<file path="config.mk">
export PLATFORM = sky130hd
export DESIGN_NAME = loop_rcmd_rsp
export DESIGN_NICKNAME = d
export VERILOG_FILES = /design/src/rtl/loop_pkg.sv /design/src/rtl/loop_pat_gen.sv /design/src/rtl/loop_rcmd_rsp.sv
export SDC_FILE = /design/constraint.sdc
export NUM_CORES = 1
export LEC_CHECK = 0
export BUFFER_PORTS_ARGS = -buffer_cell sky130_fd_sc_hd__buf_2
export CAP_MARGIN = 20
export CORE_AREA = 5 5 360 362
export CTS_CLUSTER_SIZE = 40
export DETAILED_ROUTE_END_ITERATION = 12
export DIE_AREA = 0 0 365 367
export GPL_ROUTABILITY_DRIVEN = 0
export GPL_TIMING_DRIVEN = 1
export PLACE_DENSITY_LB_ADDON = 0.12
export SETUP_SLACK_MARGIN = 0.5
export SLEW_MARGIN = 20
export SYNTH_ARGS = -nofsm -noshare
export SYNTH_HDL_FRONTEND = slang
export SYNTH_SLANG_ARGS = --single-unit
</file>
<file path="constraint.sdc">
create_clock -name clk_sys -period 45.3 [get_ports clk_sys]
set_input_delay 2.265 -clock clk_sys [delete_from_list [all_inputs] [get_ports clk_sys]]
set_output_delay 2.265 -clock clk_sys [all_outputs]
set_load 0.005 [all_outputs]
</file>
<file path="src/rtl/loop_pkg.sv">
// Shared field layout, beat geometry and FSM encoding for the loopback read-command responder.
package loop_pkg;

  localparam int CMD_W        = 288;
  localparam int BEAT_W       = 540;
  localparam int DATA_W       = 512;

  localparam int CMD_ADDR_LSB = 0;
  localparam int ADDR_W       = 64;
  localparam int CMD_LEN_LSB  = 64;
  localparam int LEN_W        = 16;
  localparam int CMD_TAG_LSB  = 80;
  localparam int TAG_W        = 16;

  localparam int BEAT_SOP     = 512;
  localparam int BEAT_EOP     = 513;
  localparam int BEAT_MOD_LSB = 514;
  localparam int MOD_W        = 6;
  localparam int BEAT_TAG_LSB = 520;
  localparam int BEAT_PAD_LSB = 536;
  localparam int PAD_W        = 4;

  typedef enum logic [1:0] {
    ST_IDLE = 2'd0,
    ST_LOAD = 2'd1,
    ST_SEND = 2'd2,
    ST_DROP = 2'd3
  } state_t;

endpackage

</file>
<file path="src/rtl/loop_pat_gen.sv">
// Incrementing-byte pattern for one 64-byte beat; combinational, no backpressure.
// Bytes at or beyond a nonzero mod are forced to zero (mod 0 means the full beat is valid).
module loop_pat_gen
  import loop_pkg::*;
(
  input  logic [7:0]        base,
  input  logic [15:0]       beat_idx,
  input  logic [5:0]        mod,
  output logic [DATA_W-1:0] data
);

  logic [7:0] beat_base;
  logic       unused;

  // Only the low two beat-index bits survive the mod-256 byte arithmetic.
  assign unused = ^beat_idx[15:2];

  always_comb begin
    beat_base = base + {beat_idx[1:0], 6'd0};
    data      = '0;
    for (int j = 0; j < 64; j++) begin
      if (mod == 6'd0 || j < int'(mod)) begin
        data[8*j +: 8] = beat_base + 8'(j);
      end
    end
  end

endmodule

</file>
<file path="src/rtl/loop_rcmd_rsp.sv">
// Turns read commands into incrementing-pattern packets; first beat 3 cycles after the pop, beats registered.
// Almost-full stalls the packet in place; bad lengths are dropped and counted.
module loop_rcmd_rsp
  import loop_pkg::*;
#(
  parameter logic [15:0] MAX_LEN = 16'd9600,
  parameter int          CNT_WTH = 32
) (
  input  logic               clk_sys,
  input  logic               rst,
  output logic               ppm2stxm_rxffc_rd,
  input  logic [CMD_W-1:0]   ppm2stxm_rxffc_rdata,
  input  logic               ppm2stxm_rxffc_emp,
  output logic               stxm2ppm_txffd_wr,
  output logic [BEAT_W-1:0]  stxm2ppm_txffd_wdata,
  input  logic               stxm2ppm_txffd_ff,
  output logic [CNT_WTH-1:0] reg_rcmd_cnt,
  output logic [CNT_WTH-1:0] reg_pkt_cnt,
  output logic [CNT_WTH-1:0] reg_err_cnt,
  output logic [3:0]         reg_rsp_sta,
  input  logic               cnt_reg_clr
);

  logic [1:0]        rst_pipe;
  logic              rst_n;
  state_t            state, state_nxt;
  logic [7:0]        cmd_base;
  logic [15:0]       cmd_len, cmd_tag, beat_idx, last_idx;
  logic [16:0]       len_rnd;
  logic              len_bad, last, send_beat, sticky;
  logic [5:0]        mod_cur;
  logic [DATA_W-1:0] pat_data;
  logic [BEAT_W-1:0] beat;
  logic              unused;

  assign unused = ^{ppm2stxm_rxffc_rdata[CMD_W-1:CMD_TAG_LSB+TAG_W],
                    ppm2stxm_rxffc_rdata[ADDR_W-1:8]};

  // Assert asynchronously, release two clk_sys edges after rst rises.
  always_ff @(posedge clk_sys or negedge rst) begin
    if (!rst) rst_pipe <= 2'b00;
    else      rst_pipe <= {rst_pipe[0], 1'b1};
  end
  assign rst_n = rst_pipe[1];

  assign len_bad = (cmd_len == 16'd0) || (cmd_len > MAX_LEN);
  assign len_rnd = {1'b0, cmd_len} + 17'd63;
  assign last    = (beat_idx == last_idx);
  assign mod_cur = last ? cmd_len[5:0] : 6'd0;

  assign ppm2stxm_rxffc_rd = rst_n && (state == ST_IDLE) && !ppm2stxm_rxffc_emp;

  always_comb begin
    state_nxt = state;
    send_beat = 1'b0;
    case (state)
      ST_IDLE: if (ppm2stxm_rxffc_rd) state_nxt = ST_LOAD;
      ST_LOAD: state_nxt = len_bad ? ST_DROP : ST_SEND;
      ST_SEND: begin
        if (!stxm2ppm_txffd_ff) begin
          send_beat = 1'b1;
          if (last) state_nxt = ST_IDLE;
        end
      end
      ST_DROP: state_nxt = ST_IDLE;
      default: state_nxt = ST_IDLE;
    endcase
  end

  loop_pat_gen u_pat_gen (
    .base     (cmd_base),
    .beat_idx (beat_idx),
    .mod      (mod_cur),
    .data     (pat_data)
  );

  always_comb begin
    beat                              = '0;
    beat[DATA_W-1:0]                  = pat_data;
    beat[BEAT_SOP]                    = (beat_idx == 16'd0);
    beat[BEAT_EOP]                    = last;
    beat[BEAT_MOD_LSB +: MOD_W]       = mod_cur;
    beat[BEAT_TAG_LSB +: TAG_W]       = cmd_tag;
  end

  always_ff @(posedge clk_sys or negedge rst_n) begin
    if (!rst_n) begin
      state                <= ST_IDLE;
      cmd_base             <= '0;
      cmd_len              <= '0;
      cmd_tag              <= '0;
      beat_idx             <= '0;
      last_idx             <= '0;
      stxm2ppm_txffd_wr    <= 1'b0;
      stxm2ppm_txffd_wdata <= '0;
    end else begin
      state             <= state_nxt;
      stxm2ppm_txffd_wr <= send_beat;
      if (ppm2stxm_rxffc_rd) begin
        cmd_base <= ppm2stxm_rxffc_rdata[CMD_ADDR_LSB +: 8];
        cmd_len  <= ppm2stxm_rxffc_rdata[CMD_LEN_LSB +: LEN_W];
        cmd_tag  <= ppm2stxm_rxffc_rdata[CMD_TAG_LSB +: TAG_W];
      end
      // last_idx = ceil(len/64) - 1; garbage for len 0, but that command is dropped.
      if (state == ST_LOAD) begin
        beat_idx <= '0;
        last_idx <= {5'd0, len_rnd[16:6]} - 16'd1;
      end else if (send_beat) begin
        beat_idx <= beat_idx + 16'd1;
      end
      if (send_beat) stxm2ppm_txffd_wdata <= beat;
    end
  end

  // Clear has priority over any same-cycle increment.
  always_ff @(posedge clk_sys or negedge rst_n) begin
    if (!rst_n) begin
      reg_rcmd_cnt <= '0;
      reg_pkt_cnt  <= '0;
      reg_err_cnt  <= '0;
      sticky       <= 1'b0;
    end else if (cnt_reg_clr) begin
      reg_rcmd_cnt <= '0;
      reg_pkt_cnt  <= '0;
      reg_err_cnt  <= '0;
      sticky       <= 1'b0;
    end else begin
      if (state == ST_LOAD && !len_bad) reg_rcmd_cnt <= reg_rcmd_cnt + CNT_WTH'(1);
      if (send_beat && last)            reg_pkt_cnt  <= reg_pkt_cnt + CNT_WTH'(1);
      if (state == ST_DROP) begin
        reg_err_cnt <= reg_err_cnt + CNT_WTH'(1);
        sticky      <= 1'b1;
      end
    end
  end

  assign reg_rsp_sta = {(state != ST_IDLE), sticky, state};

endmodule

</file>
======== Word-level counts from Yosys, hierarchy flattened ========
Index checks and enable logic that the tools add are counted.
storage, ports and cells
  register bits after elaboration ......... 710
  bits in latches ......................... 0
  bits in writable memories ............... 0
  memory bits (read-only) ................. 0
  input bits .............................. 293
  word-level logic and storage cells ...... 316
  memories ................................ 0
operators by class
  $add $sub $neg .......................... 70
  $mul .................................... 0
  divide/modulo/power cells ............... 0
  magnitude comparators ................... 64
  equal/unequal tests ..................... 7
  shifts and indexed selects .............. 0
  multiplexer cells ....................... 82
  bitwise operators ....................... 0
  reductions and logical operators ........ 80
operators by type and width
  kind                     number
  $mux W8                  64
  $add A8 B6 Y8 const B    32
  $mux W32                 6
  $lt A6 B6 Y1 const A     31
  $add A8 B5 Y8 const B    16
  $add A32 B1 Y32 const B  3
  $lt A5 B6 Y1 const A     16
  $add A8 B4 Y8 const B    8
  $logic_or A1 B1 Y1       64
  $lt A4 B6 Y1 const A     8
  $add A8 B3 Y8 const B    4
  $logic_not A16 Y1        2
  $mux W16                 2
  $lt A3 B6 Y1 const A     4
  $add A16 B6 Y17 const B  1
  $add A16 B1 Y16 const B  1
  $add A8 B2 Y8 const B    2
  $eq A16 B16 Y1           1
  $gt A16 B14 Y1 const B   1
  $lt A1 B6 Y1 const A     2
  $lt A2 B6 Y1 const A     2
  $sub A11 B1 Y12 const B  1
  $reduce_bool A2 Y1       5
  $add A8 B1 Y8 const B    1
  other kinds (13)         26

======== Logic depth before layout (Yosys ltp) ========
  depth in word-level cells ............... 6
  gate-level depth with buffers ........... 12
  gate-level depth less buffers ........... 9

======== Modules after synthesis ========
A second synthesis with hierarchy kept.
second synthesis, totals
  cell total of the unflattened synthesis .. 4317
  area, all modules ....................... 35067.4 µm²
by module, submodules not included
  module         instances  cells each  area each (µm²)  seq. area each (µm²)
  loop_rcmd_rsp  1          3155        28725.0          17666.9
  loop_pat_gen   1          1162        6342.3           0.0

======== Worst setup path after synthesis ========
Ideal clock, no wire load.
  path type ............................... reg-to-output
  start point ............................. reg rst_pipe[1]
  end point ............................... out ppm2stxm_rxffc_rd
  data arrival time ....................... 17.095 ns
  data required time ...................... 43.035 ns
  path slack .............................. 25.940 ns
  cell stages (with the launch flop) ...... 4
  path buffers ............................ 2
  cells stage by stage .................... dfrtp_1 > nor3b_1 > clkbuf_1 > clkbuf_1
between the ends
  word-level cells in the longest chain between the ends .. 2
ends and longest elaborated chain
  what                              line                 RTL
  start: declaration                loop_rcmd_rsp.sv:24  logic [1:0] rst_pipe;
  start signal: assignment          loop_rcmd_rsp.sv:42  else rst_pipe <= {rst_pipe[0], 1'b1};
  $logic_and A1 B1 Y1 (2 in a row)  loop_rcmd_rsp.sv:51  assign ppm2stxm_rxffc_rd = rst_n && (state == ST_IDLE) && !ppm2stxm_rxffc_emp;
  end: declaration                  loop_rcmd_rsp.sv:11  output logic ppm2stxm_rxffc_rd,
No other way between the ends.

======== Worst setup path after layout ========
  start point ............................. in ppm2stxm_rxffc_emp
  end point ............................... out ppm2stxm_rxffc_rd
between the ends
  word-level cells in the longest chain between the ends .. 2
ends and longest elaborated chain
  what                 line                 RTL
  start: declaration   loop_rcmd_rsp.sv:13  input logic ppm2stxm_rxffc_emp,
  $logic_not A1 Y1     loop_rcmd_rsp.sv:51
  $logic_and A1 B1 Y1  loop_rcmd_rsp.sv:51
No other way between the ends.

==> impl_results.html <==
<table>
<tr><th>Metric</th><th>Value</th></tr>
<tr><th colspan="2">Worst setup path</th></tr>
<tr><td>Data required time at the worst endpoint</td><td>around 43 ns</td></tr>
<tr><td>Critical Path Max Stage Delay</td><td>0.64 ns</td></tr>
<tr><td>Setup crit start</td><td>ppm2stxm_rxffc_emp</td></tr>
<tr><td>Critical path's most frequent cell</td><td>sky130_fd_sc_hd__buf_2</td></tr>
<tr><td>Category of the worst setup path capture point</td><td>primary output</td></tr>
<tr><td>Worst Path Buf+Inv</td><td>3</td></tr>
<tr><td>Arr. time, crit path</td><td>approximately 3.5 ns</td></tr>
<tr><td>Total stage count of the critical path</td><td>4</td></tr>
<tr><td>Depth of the worst register-to-register path</td><td>8</td></tr>
<tr><td>Category of cells accounting for the largest share of critical-path delay</td><td>buffers and inverters</td></tr>
<tr><td>Reg-to-Reg Start</td><td>state[1]$_DFFE_PN0P_</td></tr>
<tr><td>Worst-path cell with the longest stage delay</td><td>sky130_fd_sc_hd__buf_4</td></tr>
<tr><td>Type of the setup path with the least slack</td><td>primary input to primary output</td></tr>
<tr><td>Crit-path max FO</td><td>between 40 and 50</td></tr>
<tr><td>Chain of cells forming the critical path</td><td>buf_2, nor3b_2, buf_4, buf_2</td></tr>
<tr><td>Crit start category</td><td>primary input</td></tr>
<tr><th colspan="2">Logic synthesis</th></tr>
<tr><td>Cell types occupying the most area after synthesis</td><td>sky130_fd_sc_hd__dfrtp_1 56%, sky130_fd_sc_hd__nand2_1 8.6%, sky130_fd_sc_hd__o21ai_0 4.8%</td></tr>
<tr><td>Flip-flop cell with the highest count after synthesis</td><td>sky130_fd_sc_hd__dfrtp_1</td></tr>
<tr><td>Share of Yosys cell area claimed by the top area cell type</td><td>55.9%</td></tr>
<tr><td>Ys Warns</td><td>0</td></tr>
<tr><td>Sequential share of the synthesized area</td><td>about 56%</td></tr>
<tr><td>List of most frequent post-synthesis cells</td><td>721 x sky130_fd_sc_hd__nand2_1, 706 x sky130_fd_sc_hd__dfrtp_1, 306 x sky130_fd_sc_hd__o21ai_0</td></tr>
<tr><td>Mapped Cells</td><td>approximately 3.2k</td></tr>
<tr><td>Number of register bits inferred by synthesis</td><td>between 700 and 800</td></tr>
<tr><td>Count of cell types in the netlist</td><td>60</td></tr>
<tr><td>Average cell area after synthesis</td><td>roughly 9.8 sq um</td></tr>
<tr><td>EDFF count, synth</td><td>0</td></tr>
<tr><td>Async SR Flop Fraction</td><td>between 90% and 100%</td></tr>
<tr><td>Synthesized cell area</td><td>about 0.032 sq mm</td></tr>
<tr><td>Most frequently used cell type in the post-synthesis netlist</td><td>sky130_fd_sc_hd__nand2_1</td></tr>
<tr><td>Largest area contributor in the netlist</td><td>sky130_fd_sc_hd__dfrtp_1</td></tr>
<tr><th colspan="2">Routing</th></tr>
<tr><td>Detailed-route wire length</td><td>160000 um</td></tr>
<tr><td>1st-pass router iterations</td><td>7</td></tr>
<tr><td>Routed length per placed instance</td><td>28.5 um</td></tr>
<tr><td>Post-DR vias/cell</td><td>~4.8</td></tr>
<tr><td>Remaining design rule violation count</td><td>0</td></tr>
<tr><td>Routed via count</td><td>between 20k and 30k</td></tr>
<tr><td>Detailed router's first-iteration violation count</td><td>1985</td></tr>
<tr><td>Antenna viol nets, final</td><td>0</td></tr>
<tr><th colspan="2">Power and ir drop</th></tr>
<tr><td>Power density cells</td><td>around 42 mW/mm^2</td></tr>
<tr><td>Largest vdd supply drop</td><td>0.0335 mV</td></tr>
<tr><td>Power after layout</td><td>~0.0017 W</td></tr>
<tr><td>Lkg Pwr</td><td>between 15 and 20 nW</td></tr>
<tr><th colspan="2">Clocking</th></tr>
<tr><td>Number of levels in the clock H-tree</td><td>3</td></tr>
<tr><td>Number of resized instances in the post-cts repair step</td><td>0</td></tr>
<tr><td>Maximum count of clock buffers along a single path</td><td>3</td></tr>
<tr><td>Clk sink count</td><td>between 700 and 800</td></tr>
<tr><td>Clock edge transition at the registers on the reported setup and hold paths</td><td>around 0.060 ns</td></tr>
<tr><td>Number of buffers added by the clock tree synthesis step</td><td>90</td></tr>
<tr><td>Hold bufs inserted after CTS</td><td>0</td></tr>
<tr><td>Buffer type at the clock tree root</td><td>sky130_fd_sc_hd__clkbuf_16</td></tr>
<tr><td>Number of buffers inserted by post-CTS setup repair</td><td>0</td></tr>
<tr><td>Clock latency on the worst-skew pair</td><td>between 0.6 and 0.7 ns</td></tr>
<tr><td>CTS tree</td><td>yes</td></tr>
<tr><th colspan="2">Finish</th></tr>
<tr><td>Final net count</td><td>about 4.2k</td></tr>
<tr><td>Syn-to-layout area delta</td><td>26.7%</td></tr>
<tr><td>Share of post-route cells with drive strength above 1</td><td>25.2%</td></tr>
<tr><td>Cell area after layout</td><td>around 0.040 sq mm</td></tr>
<tr><th colspan="2">STA</th></tr>
<tr><td>Post-Route Hold Slack</td><td>~0.33 ns</td></tr>
<tr><td>Part of the cycle the worst path needs</td><td>~13%</td></tr>
<tr><td>Final setup violation count</td><td>0</td></tr>
<tr><td>Relative max-transition margin</td><td>roughly a fifth</td></tr>
<tr><td>Clk_skew</td><td>approximately 0.029 ns</td></tr>
<tr><td>Final sum of negative setup slack</td><td>0 ns</td></tr>
<tr><td>Transition at the pin with the smallest max-transition slack</td><td>~1.2 ns</td></tr>
<tr><td>Hold Fails Final Rpt</td><td>0</td></tr>
<tr><td>Final-report max-slew violation count</td><td>0</td></tr>
<tr><td>Maximum achievable frequency</td><td>0.175 GHz</td></tr>
<tr><td>Min Tclk post-route</td><td>5.72 ns</td></tr>
<tr><td>Unrepaired setup endpoints after global routing</td><td>no</td></tr>
<tr><th colspan="2">Run</th></tr>
<tr><td># Max-Cap Violations</td><td>0</td></tr>
<tr><th colspan="2">Global routing</th></tr>
<tr><td>Maximum number of pins on one net before global-route repair</td><td>between 100 and 150</td></tr>
<tr><td>Number of antenna violations at the first check in global routing</td><td>30</td></tr>
<tr><td>Via count of the first global-routing pass</td><td>roughly 27k</td></tr>
<tr><td>Wire length of the first global-routing pass</td><td>221000 um</td></tr>
<tr><td>Overflow left after global routing</td><td>0</td></tr>
<tr><td>GR Util All Layers</td><td>roughly 23%</td></tr>
<tr><th colspan="2">Floorplan</th></tr>
<tr><td>Die outline height</td><td>around 370 um</td></tr>
<tr><td>Floorplan Core Area</td><td>roughly 0.13 sq mm</td></tr>
<tr><td>Number of placement rows</td><td>between 100 and 150</td></tr>
<tr><td>Area of the die</td><td>0.134 sq mm</td></tr>
<tr><td>Initial core utilization</td><td>around a quarter</td></tr>
<tr><td>Die width</td><td>approximately 370 um</td></tr>
<tr><td>IO Pins</td><td>about 940</td></tr>
<tr><th colspan="2">Placement</th></tr>
<tr><td>Count of port buffers added during placement</td><td>682</td></tr>
<tr><td>Detailed placer's ending HPWL</td><td>~110000 um</td></tr>
<tr><td>Standard cell area after detailed placement</td><td>between 0.03 and 0.04 sq mm</td></tr>
<tr><th colspan="2">Worst hold path</th></tr>
<tr><td>Path class of the lowest-slack min-delay path</td><td>flop to asynchronous set/reset pin</td></tr>
<tr><th colspan="2">Run status</th></tr>
<tr><td>Result of the run</td><td>finished clean</td></tr>
</table>
## area by class of cell
| class | count | area [sq um] |
|---|---|---|
| Clock buffer | 130 | 2610 |
| Tap cell | 1662 | 2080 |
| Multi-Input combinational cell | 2256 | 13000 |
| Antenna cell | 10 | 25.0 |
| Sequential cell | 706 | 17700 |
| Inverter | 27 | 104 |
| Clock inverter | 30 | 403 |
| Fill cell | 13500 | 86300 |
| Timing Repair Buffer | 769 | 4100 |
## power breakdown
| group | internal, W | switching (W) | total (W) |
|---|---|---|---|
| logic | 0.0000810 | 0.000147 | 0.000228 |
| clock network | 0.000436 | 0.000305 | 0.000741 |
| registers | 0.000676 | 0.0000322 | 0.000708 |
| total | 0.00119 | 0.000483 | 0.00168 |
## cell usage in the layout, fill, tap and decap left out, types with 10 or more instances in the layout
| cell type | count |
|---|---|
| sky130_fd_sc_hd__inv_1 | 24 |
| sky130_fd_sc_hd__xor2_1 | 120 |
| sky130_fd_sc_hd__ha_1 | 26 |
| sky130_fd_sc_hd__xnor2_1 | 159 |
| sky130_fd_sc_hd__buf_4 | 84 |
| sky130_fd_sc_hd__nand4_1 | 36 |
| sky130_fd_sc_hd__a31oi_1 | 15 |
| sky130_fd_sc_hd__clkinv_2 | 14 |
| sky130_fd_sc_hd__and2_1 | 17 |
| sky130_fd_sc_hd__dfrtp_1 | 705 |
| sky130_fd_sc_hd__o31ai_1 | 197 |
| sky130_fd_sc_hd__nor3_1 | 26 |
| sky130_fd_sc_hd__clkbuf_8 | 19 |
| sky130_fd_sc_hd__or3_1 | 12 |
| sky130_fd_sc_hd__a21o_1 | 11 |
| sky130_fd_sc_hd__buf_2 | 682 |
| sky130_fd_sc_hd__a22o_1 | 81 |
| sky130_fd_sc_hd__and3_1 | 24 |
| sky130_fd_sc_hd__nor4_1 | 27 |
| sky130_fd_sc_hd__clkbuf_1 | 20 |
| sky130_fd_sc_hd__nor2b_1 | 19 |
| sky130_fd_sc_hd__diode_2 | 10 |
| sky130_fd_sc_hd__a21oi_1 | 96 |
| sky130_fd_sc_hd__and4_1 | 14 |
| sky130_fd_sc_hd__nand2_1 | 721 |
| sky130_fd_sc_hd__nand3_1 | 61 |
| sky130_fd_sc_hd__clkbuf_16 | 91 |
| sky130_fd_sc_hd__o21ai_0 | 305 |
| sky130_fd_sc_hd__nor2_1 | 162 |
| sky130_fd_sc_hd__mux2_2 | 35 |
| sky130_fd_sc_hd__nand2b_1 | 17 |
## worst paths after layout
path                                                          to  slack [ns]
max in group asynchronous  stxm2ppm_txffd_wdata[357]$_DFFE_PN0P_       42.12
min reg2reg                              last_idx[9]$_DFFE_PN0P_        0.33
min in group clk_sys                       rst_pipe[1]$_DFF_PN0_        0.35
min                                      last_idx[9]$_DFFE_PN0P_        0.33
max reg2reg                stxm2ppm_txffd_wdata[235]$_DFFE_PN0P_       40.75
max                                            ppm2stxm_rxffc_rd       39.58
## routing by layer
metal / track usage, % / routed length (um) / vias to the layer above
met5: 0 / 253 / -
met4: 5.57 / 3970 / 34
met3: 9.20 / 16500 / 186
met2: 36.3 / 71600 / 963
met1: 29.8 / 67200 / 13600
li1: - / - / 12300
## kinds of logic (layout without fill, tap and decap cells)
logic type | after synthesis | count (layout) | share of synthesized area (%)
AND/OR/NAND/NOR | 1175 | 1175 | 16.2
AO/OA/AOI/OAI | 731 | 731 | 14.5
flip-flops | 706 | 706 | 55.9
XOR/XNOR | 280 | 280 | 7.76
buffers and inverters | 260 | 956 | 3.18
multiplexers | 37 | 37 | 1.31
adder cells (fa/ha/maj) | 28 | 28 | 1.11
other | 2 | 15 | 0.0238
## flip-flops by register name (all words and copies together) (netlist names)
register / flops
stxm2ppm_txffd_wdata: 536
reg_err_cnt: 32
reg_pkt_cnt: 32
reg_rcmd_cnt: 32
beat_idx: 16
cmd_len: 16
cmd_tag: 16
last_idx: 12
cmd_base: 8
rst_pipe: 2
state: 2
sticky: 1
stxm2ppm_txffd_wr: 1
## through the flow
| stage | util [%] | instances | setup slack (ns) |
|---|---|---|---|
| 3_5_place_dp | 29.3 | 5419 | 39.18 |
| 2_1_floorplan | - | 3222 | 24.15 |
| 6_report | 31.7 | 5590 | 39.58 |
| 4_1_cts | 31.6 | 5579 | 39.53 |
| 5_1_grt | 31.7 | 5580 | 39.51 |
| 3_3_place_gp | 29.3 | 5419 | 39.15 |
Power figures use the tool's default switching activity.
